**src/rtl/xgmii_scrambler.sv**
```systemverilog
// Self-synchronising 64b/66b scrambler (G(x) = 1 + x^39 + x^58) on a 32-bit datapath.
// Tags the sync header on the even word of each block and buffers output with one skid entry.
module xgmii_scrambler #(
  parameter int          DATA_WIDTH     = 32,
  parameter int          HDR_WIDTH      = 2,
  parameter logic [57:0] SCRAMBLER_SEED = 58'h3FF_FFFF_FFFF_FFFF
) (
  input  logic                  i_clk,
  input  logic                  i_reset,
  input  logic [DATA_WIDTH-1:0] i_encoded_data,
  input  logic                  i_encoded_data_valid,
  input  logic [HDR_WIDTH-1:0]  i_sync_hdr,
  output logic                  o_scrambler_trdy,
  input  logic                  i_scrambler_bypass,
  output logic [DATA_WIDTH-1:0] o_scrambled_data,
  output logic                  o_scrambled_valid,
  output logic [HDR_WIDTH-1:0]  o_sync_hdr,
  output logic                  o_hdr_valid,
  input  logic                  i_gearbox_trdy
);

  // Bit-serial LFSR walk over one word, LSB first; returns {next_state, scrambled_word}.
  function automatic logic [DATA_WIDTH+57:0] scramble_word(
    input logic [57:0]           state,
    input logic [DATA_WIDTH-1:0] din
  );
    logic [57:0]           s;
    logic [DATA_WIDTH-1:0] dout;
    logic                  b;
    s    = state;
    dout = '0;
    for (int i = 0; i < DATA_WIDTH; i++) begin
      b       = din[i] ^ s[38] ^ s[57];
      dout[i] = b;
      s       = {s[56:0], b};
    end
    return {s, dout};
  endfunction

  logic [57:0]           state_q, state_d;
  logic                  phase_q, phase_d;
  logic [HDR_WIDTH-1:0]  hdr_cap_q, hdr_cap_d;
  logic [DATA_WIDTH-1:0] out_data_q, out_data_d;
  logic                  out_valid_q, out_valid_d;
  logic [HDR_WIDTH-1:0]  out_hdr_q, out_hdr_d;
  logic                  out_hdr_valid_q, out_hdr_valid_d;
  logic [DATA_WIDTH-1:0] skid_data_q, skid_data_d;
  logic                  skid_valid_q, skid_valid_d;
  logic [HDR_WIDTH-1:0]  skid_hdr_q, skid_hdr_d;
  logic                  skid_hdr_valid_q, skid_hdr_valid_d;
  logic                  trdy_q, trdy_d;

  logic [DATA_WIDTH+57:0] scr_result;
  logic                   in_xfer;
  logic                   out_free;
  logic [DATA_WIDTH-1:0]  new_data;
  logic [HDR_WIDTH-1:0]   new_hdr;
  logic                   new_hdr_valid;

  // Next-state: scrambler state, word phase, output register and skid entry.
  always_comb begin
    scr_result       = scramble_word(state_q, i_encoded_data);
    in_xfer          = i_encoded_data_valid & trdy_q;
    out_free         = ~out_valid_q | i_gearbox_trdy;
    new_hdr_valid    = ~phase_q;
    state_d          = state_q;
    phase_d          = phase_q;
    hdr_cap_d        = hdr_cap_q;
    out_data_d       = out_data_q;
    out_valid_d      = out_valid_q;
    out_hdr_d        = out_hdr_q;
    out_hdr_valid_d  = out_hdr_valid_q;
    skid_data_d      = skid_data_q;
    skid_valid_d     = skid_valid_q;
    skid_hdr_d       = skid_hdr_q;
    skid_hdr_valid_d = skid_hdr_valid_q;

    if (i_scrambler_bypass) begin
      new_data = i_encoded_data;
    end else begin
      new_data = scr_result[DATA_WIDTH-1:0];
    end

    if (phase_q) begin
      new_hdr = hdr_cap_q;
    end else begin
      new_hdr = i_sync_hdr;
    end

    // State advances with the would-be scrambled bits even in bypass.
    if (in_xfer) begin
      state_d   = scr_result[DATA_WIDTH+57:DATA_WIDTH];
      phase_d   = ~phase_q;
      hdr_cap_d = new_hdr;
    end else begin
      state_d   = state_q;
      phase_d   = phase_q;
      hdr_cap_d = hdr_cap_q;
    end

    if (skid_valid_q) begin
      if (out_free) begin
        out_data_d      = skid_data_q;
        out_hdr_d       = skid_hdr_q;
        out_hdr_valid_d = skid_hdr_valid_q;
        out_valid_d     = 1'b1;
        skid_valid_d    = 1'b0;
      end else begin
        skid_valid_d = 1'b1;
      end
    end else if (in_xfer) begin
      if (out_free) begin
        out_data_d      = new_data;
        out_hdr_d       = new_hdr;
        out_hdr_valid_d = new_hdr_valid;
        out_valid_d     = 1'b1;
      end else begin
        skid_data_d      = new_data;
        skid_hdr_d       = new_hdr;
        skid_hdr_valid_d = new_hdr_valid;
        skid_valid_d     = 1'b1;
      end
    end else begin
      if (out_free) begin
        out_valid_d     = 1'b0;
        out_hdr_valid_d = 1'b0;
      end else begin
        out_valid_d = out_valid_q;
      end
    end

    trdy_d = ~skid_valid_d;
  end

  // State registers with synchronous reset; ready is held low throughout reset.
  always_ff @(posedge i_clk) begin
    if (i_reset) begin
      state_q          <= SCRAMBLER_SEED;
      phase_q          <= 1'b0;
      hdr_cap_q        <= '0;
      out_data_q       <= '0;
      out_valid_q      <= 1'b0;
      out_hdr_q        <= '0;
      out_hdr_valid_q  <= 1'b0;
      skid_data_q      <= '0;
      skid_valid_q     <= 1'b0;
      skid_hdr_q       <= '0;
      skid_hdr_valid_q <= 1'b0;
      trdy_q           <= 1'b0;
    end else begin
      state_q          <= state_d;
      phase_q          <= phase_d;
      hdr_cap_q        <= hdr_cap_d;
      out_data_q       <= out_data_d;
      out_valid_q      <= out_valid_d;
      out_hdr_q        <= out_hdr_d;
      out_hdr_valid_q  <= out_hdr_valid_d;
      skid_data_q      <= skid_data_d;
      skid_valid_q     <= skid_valid_d;
      skid_hdr_q       <= skid_hdr_d;
      skid_hdr_valid_q <= skid_hdr_valid_d;
      trdy_q           <= trdy_d;
    end
  end

  assign o_scrambler_trdy  = trdy_q;
  assign o_scrambled_data  = out_data_q;
  assign o_scrambled_valid = out_valid_q;
  assign o_sync_hdr        = out_hdr_q;
  assign o_hdr_valid       = out_hdr_valid_q;

endmodule
```
**config.mk**
```make
export PLATFORM = sky130hd
export DESIGN_NAME = xgmii_scrambler
export DESIGN_NICKNAME = d
export VERILOG_FILES = /design/src/rtl/xgmii_scrambler.sv
export SDC_FILE = /design/constraint.sdc
export NUM_CORES = 1
export LEC_CHECK = 0
export BUFFER_PORTS_ARGS = -buffer_cell sky130_fd_sc_hd__buf_2
export CORE_ASPECT_RATIO = 0.6
export CORE_MARGIN = 5
export CORE_UTILIZATION = 57
export CTS_CLUSTER_DIAMETER = 120
export CTS_CLUSTER_SIZE = 24
export DETAILED_ROUTE_END_ITERATION = 10
export PLACE_DENSITY = 0.79
export SYNTH_ARGS = -nofsm -noshare
export SYNTH_HDL_FRONTEND = slang
export SYNTH_SLANG_ARGS = --single-unit
```
**constraint.sdc**
```tcl
create_clock -name i_clk -period 1.6 [get_ports i_clk]
set_input_delay 0.16 -clock i_clk [delete_from_list [all_inputs] [get_ports i_clk]]
set_output_delay 0.16 -clock i_clk [all_outputs]
set_load 0.02 [all_outputs]
```
# [Yosys cells after proc, flatten, opt, wreduce, memory -nomap -nowiden]
# Index checks and enable logic that the tools add are counted.
[classes] add_sub_neg=0 n_mul=0 n_div=0 n_lt_le_gt_ge=0 n_eq_ne=0 n_shift=0 n_mux=21 bitwise=71 n_reduce_logical=4
[ops] op="32-bit two-way mux" n=5
[ops] op="1-bit bitwise XOR" n=64
[ops] op="1-bit two-way mux" n=11
[ops] op="2-bit two-way mux" n=5
[ops] op="1-bit NOT" n=5
[ops] op="3-bit AND reduction" n=1
[ops] op="3-bit nonzero test" n=1
[ops] op="2-bit AND reduction" n=1
[ops] op="2-bit nonzero test" n=1
[ops] op="1-bit AND" n=1
[ops] op="1-bit OR" n=1
[word_totals] ff_bits=134 latch_bits=0 ram_bits=0 mem_bits_ro=0 word_cells=108 mem_count=0

# [Longest topological paths before layout]
# Gate-level depths: netlist (run 1).
[depth] depth_word=6 ltp_mapped=7 ltp_nobuf=4

# [Worst setup path before layout (run 1)]
# Ideal clock, no wire load.
[synth_timing] path_type="flip-flop to flip-flop" start="register trdy_q (netlist: o_scrambler_trdy)" end="register out_data_q[0] (netlist: o_scrambled_data[0])" setup_ns=0.069 arrival_ns=1.427 slack_ns=0.104 stages_incl_launch_ff=5 path_cell_list="dfxtp_1 > nand2_1 > or4b_4 > buf_6 > o21ai_1"
[synth_between] elab_chain_cells=3
[synth_rtl] element="start, declared" line="51" source="logic trdy_q, trdy_d;"
[synth_rtl] element="start signal, assigned" line="162" source="trdy_q <= trdy_d;"
[synth_rtl] element="1-bit AND" line="63" source="in_xfer = i_encoded_data_valid & trdy_q;"
[synth_rtl] element="2-bit nonzero test (no source line)"
[synth_rtl] element="2-bit AND reduction (no source line)"
[synth_rtl] element="end signal, assigned" line="154" source="out_data_q <= out_data_d;"
[synth_rtl] element="end, declared" line="43" source="logic [DATA_WIDTH-1:0] out_data_q, out_data_d;"
# Every way passes these cells.
# A chain may end at the register's enable or synchronous reset.

# [Final worst setup path (run 1)]
[layout_timing] start="register trdy_q (netlist: o_scrambler_trdy)" end="register skid_data_q[25]"
[layout_between] elab_chain_cells=2
[layout_rtl] element="1-bit AND" line="63"
[layout_rtl] element="3-bit AND reduction (no source line)"
[layout_rtl] element="end signal, assigned" line="158" source="skid_data_q <= skid_data_d;"
[layout_rtl] element="end, declared" line="47" source="logic [DATA_WIDTH-1:0] skid_data_q, skid_data_d;"
# Every way passes these cells.

==> impl_metrics.json, run 1 <==
{
  "clk-insertion-delay-late_ns": 0.42,
  "max_slew_margin_pct": 43.9,
  "wl_mm": 14.2,
  "end_kind": "register",
  "dieWidth_um": 138,
  "fin_crit_sh_pct": 94.9,
  "cts_sinks": 134,
  "dp_hpwl_mm": 9.32,
  "ant_nets": 0,
  "startpoint_type": "register",
  "vdd_drop_max_uv": 971,
  "final-seq-area_um2": 2680,
  "finalWeightedCongestion": 0.865,
  "synth_cells": 597,
  "synth_ff_type": "dfxtp_1",
  "synthArstFlopShare_pct": 0,
  "synthTopCellsByArea": "dfxtp_1 48%, xnor2_1 10%, nor2_1 5.0%",
  "viasPerCell": 5.76,
  "synth_area_um2": 5630,
  "synth_cell_types": 28,
  "grt_overflow": 0,
  "p_leak_nw": 2.69,
  "synth.most_common_cell": "dfxtp_1",
  "track_usage_pct": 23.9,
  "grt_pass1_wl_mm": 22.8,
  "fmax_mhz": 658,
  "utilization_pct": 70.3,
  "synth_top_family_by_area": "compound AO/OA/AOI/OAI gates",
  "cap_violations": 0,
  "hp-class": "in -> reg",
  "ys_warn_count": 0,
  "rsz0062_at_grt": "true",
  "finalNonFillerCells": 805,
  "worst_pin_slew_ns": 0.841,
  "slew_viol_final": 0,
  "syn_area_per_cell_um2": 9.44,
  "synthesis.nets": 636,
  "synth_compound_area_share_pct": 22.2,
  "h-tree-depth": 4,
  "grt_max_degree": 91,
  "post_route_cells_drive_above_1_share_pct": 19.7,
  "synth_common_cells": "134 x dfxtp_1, 75 x nor2_1, 65 x xnor2_1, 37 x o21ai_0, 35 x a21oi_1",
  "synth-edff-count": 0,
  "synthMuxAreaShare_pct": 1.51,
  "pwr_density_cell_nw_per_um2": 1380,
  "setup_viol": 0,
  "drt_drc_violations_left": 0,
  "core_area_um2": 9740,
  "crit_type": "reg -> reg",
  "rows": 28,
  "synth-xor-area-share_pct": 15.1,
  "yosys.area_share.simple_pct": 9.35,
  "seq_area_frac_synth_pct": 47.6,
  "status": "finished, final reports clean",
  "cts_buffer_depth": 2,
  "cts_tree": "yes",
  "wl_per_cell_um": 17.6,
  "cts_setup_buffers": 0,
  "nFillCells": 759,
  "firstDrtPassIters": 5,
  "dieArea_um2": 12000,
  "yosysTopAreaCell": "dfxtp_1",
  "diodes": 0,
  "first_global_vias": 4544,
  "ys_ff_latch": 134,
  "multi_input_area_um2": 2730,
  "synthAdderAreaFrac_pct": 0,
  "synth_top_area_share_pct": 47.6,
  "period_needed_ns": 1.52,
  "vias": 4638,
  "dieHeight_um": 87,
  "cts_buffers": 17,
  "area_growth_pct": 21.5,
  "path_clk_slew_ns": 0.06,
  "drtIter0Drc": 417,
  "placedCellCount": 772,
  "skew_ns": 0.0102,
  "num_io_pins": 76,
  "worstPathArrival_ns": 1.83,
  "hold_viol": 0,
  "crit_fanout": 34,
  "initial_core_util_pct": 57.8,
  "antenna_found_initial": 0,
  "portBuffers": 75,
  "fin_nets": 696,
  "holdWs_ns": 0.0110,
  "worstPathRequired_ns": 1.91,
  "cts-root-buf": "clkbuf_16"
}
worst paths after layout:
path	end	slack, ns	startpoint	cells past startpoint
setup / recovery	skid_data_q[25]$_SDFFE_PP0P_	0.08	o_scrambler_trdy$_SDFF_PP0_	6
hold / removal	hdr_cap_q[0]$_SDFFE_PP0P_	0.01	i_sync_hdr[0]	3
setup reg to reg	skid_data_q[25]$_SDFFE_PP0P_	0.08	o_scrambler_trdy$_SDFF_PP0_	6
hold reg to reg	state_q[4]$_SDFFE_PP1P_	0.46	state_q[4]$_SDFFE_PP1P_	2
per-layer routing:
| metal | vias up | GRT usage (%) | share of wire [%] |
|---|---|---|---|
| li1 | 2231 | - | - |
| met1 | 2227 | 31.5 | 45 |
| met2 | 164 | 38.4 | 46 |
| met3 | 16 | 6.58 | 7.9 |
| met4 | 0 | 7.89 | 1.0 |
| met5 | - | 0 | 0 |
flip-flops by register name (all words and copies together), names as in the netlist, 2 cells and up:
register / cells
state_q: 58
skid_hdr_q: 2
skid_data_q: 32
o_scrambled_data: 32
o_sync_hdr: 2
hdr_cap_q: 2
final cells by class:
| cell class | instances | share of cell area [%] |
|---|---|---|
| multi-input combinational | 413 | 39.8 |
| timing repair buffer | 91 | 8.06 |
| tap | 135 | 2.47 |
| sequential | 134 | 39.2 |
| clock buffer | 19 | 6.47 |
| clock inverter | 13 | 4.02 |
cell families (layout without fill, tap and decap cells):
group / after synthesis / after routing
DFF: 134 / 134
xor gates and xnor gates: 97 / 97
AOI/OAI and AO/OA: 196 / 196
muxes: 8 / 8
and+or+nand+nor: 112 / 112
buffers and inverters: 50 / 123
critical path, cell delays in order, from the launching register on:
cell	delay, ns
dfxtp_1	0.36
nand2_2	0.09
buf_4	0.17
nor3_4	0.23
buf_12	0.24
nor2_1	0.06
a211oi_1	0.25
cells in the final DEF (no fill, tap or decap), types with 2 or more instances in the layout:
| master | synthesis | routed |
|---|---|---|
| dfxtp_1 | 134 | 134 |
| nor2_1 | 75 | 75 |
| buf_2 | 13 | 75 |
| xnor2_1 | 65 | 65 |
| o21ai_0 | 37 | 37 |
| a21oi_1 | 35 | 35 |
| a22oi_1 | 32 | 32 |
| xor2_1 | 32 | 32 |
| a211oi_1 | 33 | 31 |
| o21ai_1 | 30 | 30 |
| and3_1 | 26 | 26 |
| a211o_1 | 26 | 26 |
| clkbuf_16 | 0 | 17 |
| buf_4 | 0 | 10 |
| bufinv_16 | 0 | 8 |
| mux2_2 | 4 | 4 |
| nand2_1 | 5 | 4 |
| mux2i_1 | 4 | 4 |
| clkinvlp_4 | 0 | 4 |
| buf_12 | 0 | 4 |
| a211oi_2 | 0 | 2 |
metrics by stage:
stage	setup TNS [ns]	area [µm²]	setup WS [ns]	total power, W
3_5_place_dp	0	6100	0.111	0.00480
2_1_floorplan	0	5630	0.104	0.00446
5_1_grt	-0.0203	6850	-0.0160	0.00980
4_1_cts	0	6830	0.0516	0.00949
6_report	0	6850	0.0809	0.00947
3_3_place_gp	0	6100	0.158	0.00477
power by group:
part / internal (W) / switching, W
logic: 0.000449 / 0.000630
clock network: 0.00327 / 0.00144
registers: 0.00353 / 0.000157
total: 0.00725 / 0.00222
timing repair:
item / 4_1_cts / 5_1_grt
gates resized for setup: 0 / 3
hold buffers: 1 / 0
setup endpoints to repair: 0 / 5
endpoints found under the hold margin: 1 / 0
Power figures use the tool's default switching activity.
==> run 2, diff against run 1 <==
--- a/config.mk
+++ b/config.mk
@@ -13,6 +13,7 @@
 export CTS_CLUSTER_SIZE = 24
 export DETAILED_ROUTE_END_ITERATION = 10
 export PLACE_DENSITY = 0.79
+export SETUP_SLACK_MARGIN = 0.5
 export SYNTH_ARGS = -nofsm -noshare
 export SYNTH_HDL_FRONTEND = slang
 export SYNTH_SLANG_ARGS = --single-unit
==> run 2 against run 1 <==
Net effect: wire length increased by 44%; clock-buffer cell count increased by 5; maximum frequency decreased by 2.7%; critical path depth decreased by 1; design area increased by 15%; critical path type unchanged; largest cell class unchanged; highest routed layer is now met5.
==> impl_metrics.json, run 2 (synthesis gave the netlist of run 1 again) <==
{
  "cts_buffers": 17,
  "initial_core_util_pct": 57.8,
  "hp-start": "i_sync_hdr[0]",
  "worst_pin_slew_ns": 0.748,
  "drt_drc_violations_left": 0,
  "finalWeightedCongestion": 0.860,
  "rsz0062_at_grt": "true",
  "drtIter0Drc": 831,
  "wl_mm": 20.5,
  "multi_input_area_um2": 3140,
  "hold_viol": 0,
  "post_route_cells_drive_above_1_share_pct": 35.1,
  "top_register": "state_q",
  "crit_fanout": 22,
  "cts_sinks": 134,
  "hp-class": "in -> reg",
  "final-seq-area_um2": 2700,
  "antenna_found_initial": 1,
  "cts_tree": "yes",
  "max_slew_margin_pct": 50.2,
  "vdd_drop_max_uv": 1130,
  "grt_pass1_wl_mm": 28.6,
  "setup_viol": 0,
  "fmax_mhz": 640,
  "worstPathRequired_ns": 1.87,
  "ant_nets": 0,
  "firstDrtPassIters": 6,
  "cap_violations": 0,
  "largest_reg_flops": 58,
  "viasPerCell": 6.55,
  "period_needed_ns": 1.56,
  "area_growth_pct": 39.9,
  "h-tree-depth": 4,
  "num_io_pins": 76,
  "grt_max_degree": 65,
  "r2r-start": "o_scrambler_trdy$_SDFF_PP0_",
  "wl_per_cell_um": 24.1,
  "status": "finished, final reports clean",
  "dieWidth_um": 138,
  "p_leak_nw": 3.07,
  "path_clk_slew_ns": 0.06,
  "final_cell_mix": "127 x dfxtp_1, 66 x nor2_1, 62 x xnor2_1",
  "pwr_density_cell_nw_per_um2": 1110,
  "fin_crit_sh_pct": 97.6,
  "slew_viol_final": 0,
  "dp_hpwl_mm": 9.58,
  "clk-insertion-delay-late_ns": 0.42,
  "rows": 28,
  "fin_nets": 744,
  "diodes": 0,
  "setup-tns-final_ns": 0,
  "core_area_um2": 9740,
  "startpoint_type": "register",
  "portBuffers": 75,
  "grt_overflow": 0,
  "first_global_vias": 5282,
  "worstPathArrival_ns": 1.83,
  "dieArea_um2": 12000,
  "nFillCells": 524,
  "dieHeight_um": 87,
  "track_usage_pct": 30.2,
  "skew_ns": 0.00797,
  "cts-root-buf": "clkbuf_16",
  "end_kind": "register",
  "cts_buffer_depth": 2,
  "layout.cells.most_common": "dfxtp_1",
  "utilization_pct": 80.9,
  "startpoint": "o_scrambler_trdy$_SDFF_PP0_",
  "vias": 5577,
  "crit_type": "reg -> reg"
}
run 2: layer usage:
layer	routed length [µm]	up-vias	part of all wire, %	GRT usage (%)
li1	-	2339	-	-
met1	7910	2655	39	37.7
met2	9050	466	44	49.2
met3	2470	115	12	9.87
met4	1070	2	5.2	11.9
met5	13	-	0.063	0
run 2: power by group:
group | switching, W | internal [W]
clock | 0.00142 | 0.00215
sequential | 0.000196 | 0.00353
combinational | 0.000815 | 0.000635
run 2: worst max-delay path, cell delays in order, from the launching register on:
cell and delay, ns:
dfxtp_4 0.41, nand2_8 0.09, buf_4 0.21, bufbuf_16 0.32, a21oi_1 0.20, o21ai_0 0.17
run 2: cell type report:
type | instances | area share (%)
clock buffers | 24 | 5.86
clock inverters | 6 | 0.698
multi-input cells | 416 | 39.8
flip-flops and latches | 134 | 34.3
well taps | 135 | 2.14
repair buffers | 136 | 17.2
run 2: path summary, 6_finish.rpt:
path | endpoint | slack, ns | depth (start not counted)
max | state_q[3]$_SDFFE_PP1P_ | 0.04 | 5
min | hdr_cap_q[0]$_SDFFE_PP0P_ | 0.003 | 3
max reg2reg | state_q[3]$_SDFFE_PP1P_ | 0.04 | 5
min reg2reg | o_scrambled_data[10]$_SDFFE_PP0P_ | 0.48 | 2
run 2: stage by stage:
step / hold WS (ns) / std cells / setup slack (ns) / power, W / area (µm²)
floorplan: 0.296 / 597 / 0.248 / 0.00452 / 5860
global placement: 0.416 / 772 / 0.117 / 0.00480 / 6220
detailed placement: 0.421 / 772 / 0.0140 / 0.00484 / 6220
CTS: 0.00375 / 829 / 0.187 / 0.00845 / 7400
global route: 0.0514 / 851 / 0.0204 / 0.00896 / 7880
finish: 0.00261 / 851 / 0.0385 / 0.00874 / 7880
run 2: repair_timing:
| action | in CTS | in global routing |
|---|---|---|
| resized for setup | 62 | 79 |
| pin swaps | 16 | 19 |
| setup buffers | 13 | 20 |
| endpoints found under the setup margin | 123 | 156 |
| cloned | 13 | 2 |
| hold buffers | 1 | 0 |
| hold endpoints to repair | 1 | 0 |
